**src/rtl/sys_lsu.sv**
```systemverilog
// sys_lsu: RV32 load/store unit between execute stage and sys_mem.
// Optional feature macro SYS_LSU_FAULT_CHECK_EN enables alignment, bounds and funct3 fault checking.
package sys;
    typedef struct packed {
        logic        en;
        logic [31:0] addr;
        logic [2:0]  size;
    } mem_read_req_t;

    typedef struct packed {
        logic        done;
        logic [31:0] data;
    } mem_read_rsp_t;

    typedef struct packed {
        logic        en;
        logic [31:0] addr;
        logic [2:0]  size;
        logic [31:0] data;
    } mem_write_req_t;

    typedef struct packed {
        logic done;
    } mem_write_rsp_t;
endpackage

module sys_lsu #(
    parameter int mem_size    = 1024,
    parameter int mem_latency = 1
) (
    input  logic                clk,
    input  logic                rst_n,
    input  logic                req_valid,
    output logic                req_ready,
    input  logic                req_store,
    input  logic [2:0]          req_funct3,
    input  logic [31:0]         req_addr,
    input  logic [31:0]         req_wdata,
    output logic                rsp_valid,
    output logic [31:0]         rsp_data,
    output logic                rsp_fault,
    output sys::mem_read_req_t  mem_read_req,
    input  sys::mem_read_rsp_t  mem_read_rsp,
    output sys::mem_write_req_t mem_write_req,
    input  sys::mem_write_rsp_t mem_write_rsp
);
    typedef enum logic [1:0] {IDLE, ISSUE, WAIT, RESP} state_t;

    state_t      state, state_next;
    logic        store;
    logic [2:0]  funct3;
    logic [3:0]  cnt;
    logic [2:0]  f3_eff, size;
    logic        legal, fault, accept, done;

    if (mem_latency < 1 || mem_latency > 15 || mem_size < 4) begin : g_bad_cfg
        $error("sys_lsu: mem_latency must be 1..15 and mem_size at least 4");
    end

    // Legal RV32 funct3: loads 000/001/010/100/101, stores 000/001/010.
    assign legal  = req_funct3[1:0] != 2'b11 && !(req_funct3[2] && (req_store || req_funct3[1]));
    assign accept = req_valid && req_ready;
    assign done   = store ? mem_write_rsp.done : mem_read_rsp.done;
    assign size   = f3_eff[1:0] == 2'b00 ? 3'd1 : f3_eff[1:0] == 2'b01 ? 3'd2 : 3'd4;
    assign req_ready = state == IDLE && rst_n;

`ifdef SYS_LSU_FAULT_CHECK_EN
    assign f3_eff = req_funct3;
    // Bounds sum is 33 bits wide so a high address cannot wrap into range.
    assign fault  = !legal
                 || (size == 3'd2 && req_addr[0])
                 || (size == 3'd4 && req_addr[1:0] != 2'b00)
                 || ({1'b0, req_addr} + {30'b0, size} > 33'(mem_size));
`else
    assign f3_eff = legal ? req_funct3 : 3'b010;
    assign fault  = 1'b0;
`endif

    function automatic logic [31:0] ext(input logic [2:0] f3, input logic [31:0] d);
        return f3 == 3'b000 ? {{24{d[7]}}, d[7:0]}
             : f3 == 3'b001 ? {{16{d[15]}}, d[15:0]}
             : f3 == 3'b100 ? {24'b0, d[7:0]}
             : f3 == 3'b101 ? {16'b0, d[15:0]}
             : d;
    endfunction

    // Next-state selection; faults skip memory entirely.
    always_comb begin
        state_next = state;
        state_next = state == IDLE  ? (accept ? (fault ? RESP : ISSUE) : IDLE)
                   : state == ISSUE ? WAIT
                   : state == WAIT  ? ((cnt <= 4'd1 && done) ? RESP : WAIT)
                   : IDLE;
    end

    // State, request capture, memory request pulses, latency counter and registered response.
    always_ff @(posedge clk or negedge rst_n) begin
        if (!rst_n) begin
            state         <= IDLE;
            store         <= 1'b0;
            funct3        <= 3'b0;
            cnt           <= 4'd0;
            rsp_valid     <= 1'b0;
            rsp_data      <= 32'b0;
            rsp_fault     <= 1'b0;
            mem_read_req  <= '0;
            mem_write_req <= '0;
        end else begin
            state            <= state_next;
            rsp_valid        <= state_next == RESP;
            mem_read_req.en  <= 1'b0;
            mem_write_req.en <= 1'b0;
            if (state == IDLE && accept) begin
                store     <= req_store;
                funct3    <= f3_eff;
                rsp_fault <= fault;
                rsp_data  <= 32'b0;
                if (!fault) begin
                    mem_read_req  <= '{en: !req_store, addr: req_addr, size: size};
                    mem_write_req <= '{en: req_store, addr: req_addr, size: size, data: req_wdata};
                end
            end
            if (state == ISSUE) cnt <= 4'(mem_latency);
            if (state == WAIT && cnt > 4'd1) cnt <= cnt - 4'd1;
            if (state == WAIT && state_next == RESP && !store) rsp_data <= ext(funct3, mem_read_rsp.data);
        end
    end
endmodule

```
**config.mk**
```make
export PLATFORM = sky130hd
export DESIGN_NAME = sys_lsu
export DESIGN_NICKNAME = d
export VERILOG_FILES = /design/src/rtl/sys_lsu.sv
export SDC_FILE = /design/constraint.sdc
export NUM_CORES = 1
export LEC_CHECK = 0
export CELL_PAD_IN_SITES_DETAIL_PLACEMENT = 1
export CELL_PAD_IN_SITES_GLOBAL_PLACEMENT = 2
export CORE_MARGIN = 4
export CORE_UTILIZATION = 23
export CTS_BUF_LIST = sky130_fd_sc_hd__clkbuf_4 sky130_fd_sc_hd__clkbuf_8
export CTS_CLUSTER_DIAMETER = 120
export CTS_CLUSTER_SIZE = 30
export DETAILED_ROUTE_END_ITERATION = 16
export HOLD_SLACK_MARGIN = 0.03
export PLACE_DENSITY = 0.91
export RECOVER_POWER = 25
export REMOVE_ABC_BUFFERS = 1
export SLEW_MARGIN = 20
export SYNTH_ARGS = -nofsm -noshare
export SYNTH_HDL_FRONTEND = slang
export SYNTH_SLANG_ARGS = --single-unit
```
**constraint.sdc**
```tcl
create_clock -name clk -period 2.5 [get_ports clk]
set_clock_uncertainty 0.1 [all_clocks]
set_input_delay 0.75 -clock clk [delete_from_list [all_inputs] [get_ports clk]]
set_output_delay 0.75 -clock clk [all_outputs]
set_load 0.005 [all_outputs]
```
* Word-level counts from Yosys, hierarchy flattened
Cells that the tools add are included.
** Cells by class
- $add $sub $neg :: 1
- $lt $le $gt $ge :: 2
- Equality and inequality tests :: 8
- Multiplexer cells :: 19
- Reductions and logical operators :: 18
** Operators with widths (number)
- $mux 32 :: 6
- $mux 68 :: 1
- $mux 36 :: 1
- $logic_and 1x1->1 :: 9
- $mux 3 :: 3
- $mux 4 :: 2
- $eq 3x3->1 const B :: 2
- $mux 2 :: 3
- $eq 2x1->1 const B :: 2
- $eq 2x2->1 const B :: 2
- $gt 4x1->1 const B :: 1
- $le 4x1->1 const B :: 1
- $logic_not 2->1 :: 2
- $reduce_bool 2->1 :: 2
- $sub 4x1->4 const B :: 1
- $eq 3x1->1 const B :: 1
- $logic_not 1->1 :: 3
- $logic_not 3->1 :: 1
- $mux 1 :: 3
- $ne 2x2->1 const B :: 1
- $logic_or 1x1->1 :: 1
** Word-level totals
- Register bits after elaboration :: 112
- Bits of input ports :: 105
- Output and inout port bits :: 139
- Logic and storage cells :: 59

* Logic depth before layout (Yosys ltp)
Gate-level depths: netlist of the first run.
- Word-level depth :: 10
- Gate-level depth with buffers :: 8
- Gate-level depth less buffers :: 6

* Least setup slack after synthesis of the first run
OpenSTA, ideal clock, no wires.
- Path type :: input to register
- Start point :: in mem_read_rsp[32] (netlist bit)
- End point :: reg rsp_data[29]
- Setup time :: 120 ps
- Arrival time :: 1722 ps
- Required time :: 2280 ps
- Path slack :: 558 ps
- Stages on the path :: 5
- Buffers on the path :: 1
- Cell sequence :: mux2_4 -> a41oi_4 -> nor3_4 -> buf_6 -> a22o_4
** Between the ends
- Cells in the longest elaborated chain, start to end :: 10
- Elaborated cells on any way between the ends :: 11
- Classes of those cells :: eq/ne (1); mux (6); reduce/logical (4)
** RTL lines
- start, declared :: line 43 : input sys::mem_read_rsp_t mem_read_rsp,
- $mux 1 * :: line 63 : assign done = store ? mem_write_rsp.done : mem_read_rsp.done;
- $logic_and 1x1->1 * :: line 92 : : state == WAIT ? ((cnt <= 4'd1 && done) ? RESP : WAIT)
- $mux 1 * :: line 92
- $mux 2 * :: line 92
- $mux 2 * :: line 91 : : state == ISSUE ? WAIT
- $mux 2 * :: line 90 : state_next = state == IDLE ? (accept ? (fault ? RESP : ISSUE) : IDLE)
- $eq 2x2->1 * :: line 125 : if (state == WAIT && state_next == RESP && !store) rsp_data <= ext(funct3, mem_read_rsp.data);
- $logic_and 1x1->1 * (2 in series) :: line 125
- $mux 32 / $reduce_bool 2->1 (equally long branches)
- end signal, assigned :: line 125
- end, declared :: line 40 : output logic [31:0] rsp_data,
Mark *: on every way between the ends. The rest lies on a longest branch, timed or not.
A chain may end at the register's enable or synchronous reset.

* Worst setup path in the final report of the first run
- Start point :: reg state[0]
- End point :: out req_ready
** Between the ends
- Cells in the longest elaborated chain, start to end :: 2
** RTL lines
- start, declared :: line 49 : state_t state, state_next;
- start signal, assigned :: line 109 : state <= state_next;
- $logic_not 2->1 :: line 65 : assign req_ready = state == IDLE && rst_n;
- $logic_and 1x1->1 :: line 65
- end, declared :: line 34 : output logic req_ready,
No other way between the ends.

==> flow_summary.json, run 1 <==
{
  "status": "completed",
  "synth_top_area_share_pct": 57.76,
  "fp.coreArea_sq_um": 20490,
  "crit_type": "flip-flop to output port",
  "vias": 4106,
  "cts_tree": "done",
  "drive_above_1_share_pct": 5.263,
  "fmax_mhz": 422.4,
  "p_per_area_nw_per_um2": 1084,
  "synthCells": 496,
  "dp_hpwl_um": 11180,
  "wl_per_cell_um": 15.69,
  "grt_pass1_vias": 4455,
  "ys_seq_area_share_pct": 57.76,
  "ys_warn_count": 0,
  "row_count": 52,
  "tightestPinTransition_ps": 893.5,
  "numCtsBuffers": 9,
  "irDropWorstVdd_mv": 0.4075,
  "ios": 244,
  "yosys-top-cells-area": "dfrtp_1 (58%), nand2_1 (18%), buf_4 (5.6%), a22o_1 (4.7%), o2bb2ai_1 (1.4%)",
  "viasPerCell": 4.220,
  "drt-initial-drc-count": 149,
  "grt_overflow": 0,
  "start_util_pct": 23.68,
  "die_h_um": 153.2,
  "drt_pre_antenna_iters": 4,
  "placed_cells": 958,
  "hp-class": "flip-flop to flip-flop",
  "period_needed_ps": 2367,
  "drv_slew": 0,
  "antenna_found_initial": 0,
  "slew_headroom_pct": 40.44,
  "h-tree-depth": 3,
  "clk_path_buf_depth": 2,
  "clk_latency_ps": 370,
  "hold_violations": 0,
  "ys_types": 37,
  "critPathLaunchType": "flip-flop",
  "cts_sinks": 112,
  "required_ps": 1650,
  "fin_tns_setup_ps": 0,
  "area_growth_pct": 53.40,
  "cap_viol_max_count": 0,
  "gr-usage-all-layers_pct": 13.08,
  "stdcell_count": 973,
  "die_width_um": 153.2,
  "die_area_sq_um": 23480,
  "diodes": 0,
  "rsz0062_at_grt": "no",
  "cts_root_buffer": "clkbuf_8",
  "grt_max_degree": 61,
  "avgSynthCellArea_sq_um": 9.783,
  "period_share_pct": 94.70,
  "drcViolationCount": 0,
  "grt_first_pass_wirelength_um": 24600,
  "clk_pin_slew_worst_paths_ps": 110,
  "p_leak_nw": 3.453,
  "end_kind": "output port",
  "ant_nets": 0,
  "synth-seq-cells": 112,
  "yosys.area.top_type": "dfrtp_1",
  "ctsHoldBuffers": 0,
  "arrival_ps": 1520,
  "cp_max_fo": 3,
  "setup_viol": 0,
  "drt_wl_total_um": 15270,
  "port_buffers": 242,
  "fin_nets": 809,
  "gp_congestion": 0.7391,
  "fillCellCount": 2354,
  "netlist_area_sq_um": 4852
}
metal layers:
| layer | up-vias | track usage (%) | share of wire [%] |
|---|---|---|---|
| met5 | - | 0 | 0 |
| met3 | 9 | 4.891 | 9.0 |
| met4 | 0 | 4.073 | 1.1 |
| li1 | 1942 | - | - |
| met2 | 176 | 20.33 | 46 |
| met1 | 1979 | 16.96 | 44 |
per-stage QoR:
step	worst slack (ps)	instance area [sq um]	power [mW]	utilization [%]	hold WS, ps
2_1_floorplan	-716.9	4444	4.467	-	354.4
3_3_place_gp	-78.30	7318	7.125	35.71	356.2
3_5_place_dp	-94.88	7318	7.212	35.71	363.0
4_1_cts	68.98	7495	8.310	36.57	386.2
5_1_grt	7.141	7443	8.736	36.32	405.7
6_report	132.5	7443	8.071	36.32	378.2
kinds of logic after synthesis:
| family | after synthesis | share of synthesized area, % |
|---|---|---|
| and+or+nand+nor | 255 | 21.69 |
| DFF | 112 | 57.76 |
| buffers and inverters | 67 | 8.948 |
| AOI/OAI and AO/OA | 51 | 9.051 |
| muxes | 5 | 1.186 |
| adders and majority gates | 5 | 1.289 |
| other | 1 | 0.07729 |
worst paths after layout:
path / start / end / slack (ps) / cells past startpoint
min in group asynchronous: rst_n / rsp_valid$_DFF_PN0_ / 470 / 2
max in group asynchronous: rst_n / mem_write_req[20]$_DFFE_PN0P_ / 570 / 3
min reg2reg: mem_write_req[1]$_DFFE_PN0P_ / mem_write_req[1]$_DFFE_PN0P_ / 380 / 2
max: state[0]$_DFF_PN0_ / req_ready / 130 / 4
min: mem_write_req[1]$_DFFE_PN0P_ / mem_write_req[1]$_DFFE_PN0P_ / 380 / 2
max reg2reg: state[1]$_DFF_PN0_ / rsp_data[25]$_DFFE_PN0P_ / 240 / 6
area by class of cell:
type                       count  area [sq um]  share of cell area, %
clock buffer                  11         145.1                  1.950
clock inverter                 4         30.03                 0.4034
inverter                       7         26.28                 0.3530
multi-input combinational    317          1597                  21.45
sequential                   112          2803                  37.65
tap                          270         337.8                  4.539
timing repair buffer         252          2505                  33.65
power breakdown:
part	switching, mW	total [mW]	leakage, nW	internal, mW
clock	0.632	1.03	0.0892	0.401
sequential	0.564	3.15	1.44	2.58
combinational	1.51	3.89	1.93	2.38
total	2.70	8.07	3.45	5.37
state kept, by name, summed over array words and instances (netlist names):
register       count
mem_write_req     68
rsp_data          32
cnt                4
funct3             3
state              2
mem_read_req       1
rsp_valid          1
store              1
placed cells by master (no fill, tap or decap), types with 2 or more instances in the layout:
cell and count:
clkbuf_8 10, buf_4 4, a21oi_1 9, nand2_1 229
or2_1 2, clkdlybuf4s50_1 239, nor2_1 8, mux2i_1 2
mux2_2 2, nor3_4 2, ha_1 4, dfrtp_1 112
nor3_1 2, clkbuf_4 2, a22o_1 26, buf_12 2
nor3b_4 2, inv_1 7, o2bb2ai_1 8, clkbuf_1 3
critical path: stages (launching register included):
cell           delay [ps]
dfrtp_1               390
inv_1                  80
ha_2                  220
and2_0                170
dlygate4sd2_1         270
cells in the mapped netlist:
cell type  count
mux2_2         2
and2_1         2
and3_1         1
and2b_2        1
conb_1         1
clkbuf_1      11
or2_1          2
a22o_1        26
buf_6          5
a211oi_2       1
or2_2          1
nor2_4         1
nor2_1         8
a21boi_2       1
o21a_1         1
dfrtp_1      112
nand4_1        1
nand3b_1       1
buf_2          8
nor3b_4        2
nand2b_1       1
buf_4         36
nand3_1        1
nand2_1      229
nor3_1         2
mux2i_1        2
ha_1           5
o31ai_1        1
inv_1          7
mux2_4         1
o2bb2ai_1      8
a41oi_4        1
a22o_4         1
o21ai_1        1
a21o_1         1
a21oi_1        9
nor3_4         2
what timing repair did:
item	CTS	global route
gates resized for setup	2	0
setup buffers	0	0
endpoints found under the setup margin	1	0
No activity file was read; power rests on OpenSTA's default activity.
==> run 2: changes to the inputs <==
--- a/config.mk
+++ b/config.mk
@@ -17,6 +17,7 @@
 export PLACE_DENSITY = 0.91
 export RECOVER_POWER = 25
 export REMOVE_ABC_BUFFERS = 1
+export SETUP_SLACK_MARGIN = 0.05
 export SLEW_MARGIN = 20
 export SYNTH_ARGS = -nofsm -noshare
 export SYNTH_HDL_FRONTEND = slang
==> run 2 against run 1 <==
Via count did not move; wire length increased by 0.28%; largest cell class unchanged; sequential cell count did not move; clock power about the same; worst setup slack improved by 8.5 ps; sequential share of layout area fell by 0.16 points; power is 0.76% higher.
==> flow_summary.json, run 2 (synthesis gave the netlist of run 1 again) <==
{
  "tightestPinTransition_ps": 902.7,
  "clk_pin_slew_worst_paths_ps": 100,
  "grt_pass1_vias": 4455,
  "setup_viol": 0,
  "required_ps": 1650,
  "grt_first_pass_wirelength_um": 24600,
  "p_int_mw": 5.397,
  "clk_path_buf_depth": 2,
  "netSwitchingPower_mw": 2.735,
  "cts_sinks": 112,
  "arrival_ps": 1510,
  "critical-path-slowest-cell": "dfrtp_1",
  "crit_family": "buffers and inverters",
  "fp.coreArea_sq_um": 20490,
  "fmax_mhz": 423.9,
  "status": "completed",
  "irDropWorstVdd_mv": 0.4075,
  "antenna_found_initial": 0,
  "dp_hpwl_um": 11180,
  "rsz0062_at_grt": "no",
  "end_kind": "output port",
  "largest_reg_flops": 68,
  "drcViolationCount": 0,
  "hp-class": "flip-flop to flip-flop",
  "die_h_um": 153.2,
  "wl_per_cell_um": 15.74,
  "cts_root_buffer": "clkbuf_8",
  "crit_type": "flip-flop to output port",
  "period_share_pct": 94.36,
  "final_cell_mix": "clkdlybuf4s50_1 (239), nand2_1 (229), dfrtp_1 (112)",
  "fillCellCount": 2351,
  "hold_violations": 0,
  "crit_buf_inv": 2,
  "start_util_pct": 23.68,
  "period_needed_ps": 2359,
  "fin_nets": 809,
  "area_growth_pct": 54.07,
  "die_width_um": 153.2,
  "port_buffers": 242,
  "die_area_sq_um": 23480,
  "combPwrFrac_pct": 48.6,
  "cap_viol_max_count": 0,
  "h-tree-depth": 3,
  "hold-worst-slack_ps": 378.2,
  "grt_max_degree": 61,
  "slew_headroom_pct": 39.82,
  "power_frac_seq_pct": 38.7,
  "drt-initial-drc-count": 140,
  "p_sw_share_pct": 33.63,
  "drt_pre_antenna_iters": 5,
  "numCtsBuffers": 9,
  "ant_nets": 0,
  "p_leak_nw": 3.457,
  "gp_congestion": 0.7391,
  "top_register": "mem_write_req",
  "gr-usage-all-layers_pct": 13.08,
  "viasPerCell": 4.220,
  "drv_slew": 0,
  "drt_wl_total_um": 15310,
  "clock_power_share_pct": 12.7,
  "final_common_cell": "clkdlybuf4s50_1",
  "vias": 4106,
  "row_count": 52,
  "fin_tns_setup_ps": 0,
  "top_regs": "mem_write_req x68, rsp_data x32, cnt x4",
  "p_per_area_nw_per_um2": 1088,
  "ios": 244,
  "critPathLaunchType": "flip-flop",
  "grt_overflow": 0,
  "drive_above_1_share_pct": 5.548,
  "crit_chain": "inv_1 -> ha_4 -> and2_0 -> dlygate4sd2_1",
  "clk_latency_ps": 370,
  "slowest_delay_ps": 390,
  "diodes": 0,
  "cp_max_fo": 3,
  "cts_tree": "done"
}
run 2: changes by cell type in the layout (fill, tap and decap cells not counted):
cell      before  now
ha_2           1    0
a21boi_1       1    0
a41oi_4        0    1
a21boi_2       0    1
ha_4           0    1
a41oi_1        1    0
run 2: worst min-delay path, delay by kind of cell, from the launching register on:
kind / cells / cell delay [ps]
flip-flops: 1 / 350
AND/OR/NAND/NOR: 2 / 100
run 2: power groups by stage:
stage | Clock, mW | Sequential (mW) | Combinational (mW)
global route | 1.16 | 3.27 | 4.38
global placement | 0 | 3.18 | 3.95
finish | 1.03 | 3.15 | 3.95
detailed placement | 0 | 3.19 | 4.02
CTS | 1.10 | 3.17 | 4.04
floorplan | 0 | 3.21 | 1.25
run 2: cell type report:
type | instances | area (sq um) | share of cell area (%)
Inverter | 7 | 26.28 | 0.3515
Clock inverter | 4 | 30.03 | 0.4017
Sequential cell | 112 | 2803 | 37.49
Timing Repair Buffer | 252 | 2505 | 33.51
Tap cell | 270 | 337.8 | 4.519
Clock buffer | 11 | 145.1 | 1.941
Multi-Input combinational cell | 317 | 1629 | 21.79
run 2: what timing repair did:
action | in CTS | in global routing
hold buffers | 0 | 0
setup buffers | 0 | 0
setup endpoints to repair | 1 | 1
gates resized for setup | 2 | 1
run 2: routing by layer:
layer,wire [um],share of wire (%),GRT usage [%],vias up
li1,-,-,-,1944
met1,6715,44,16.96,1977
met2,7053,46,20.33,176
met3,1369,8.9,4.891,9
met4,174,1.1,4.073,0
met5,0,0,0,-
run 2: worst paths after layout:
kind                                               from                             to  slack, ps  cells after the start
max                                  state[0]$_DFF_PN0_                      req_ready        140                      4
min                        mem_write_req[1]$_DFFE_PN0P_   mem_write_req[1]$_DFFE_PN0P_        380                      2
max reg2reg                          state[0]$_DFF_PN0_       rsp_data[25]$_DFFE_PN0P_        280                      6
min reg2reg                mem_write_req[1]$_DFFE_PN0P_   mem_write_req[1]$_DFFE_PN0P_        380                      2
max in group asynchronous                         rst_n  mem_write_req[20]$_DFFE_PN0P_        560                      3
min in group asynchronous                         rst_n            rsp_valid$_DFF_PN0_        470                      2
run 2: metrics by stage:
step / total power [mW] / utilization [%] / instance area [sq um] / instances / setup WS (ps)
after floorplan: 4.467 / - / 4444 / 436 / -716.9
after global placement: 7.125 / 35.71 / 7318 / 958 / -78.30
after detailed placement: 7.212 / 35.71 / 7318 / 958 / -94.88
after CTS: 8.310 / 36.57 / 7495 / 973 / 68.98
after global routing: 8.800 / 36.48 / 7476 / 973 / 34.59
final: 8.132 / 36.48 / 7476 / 973 / 141.0
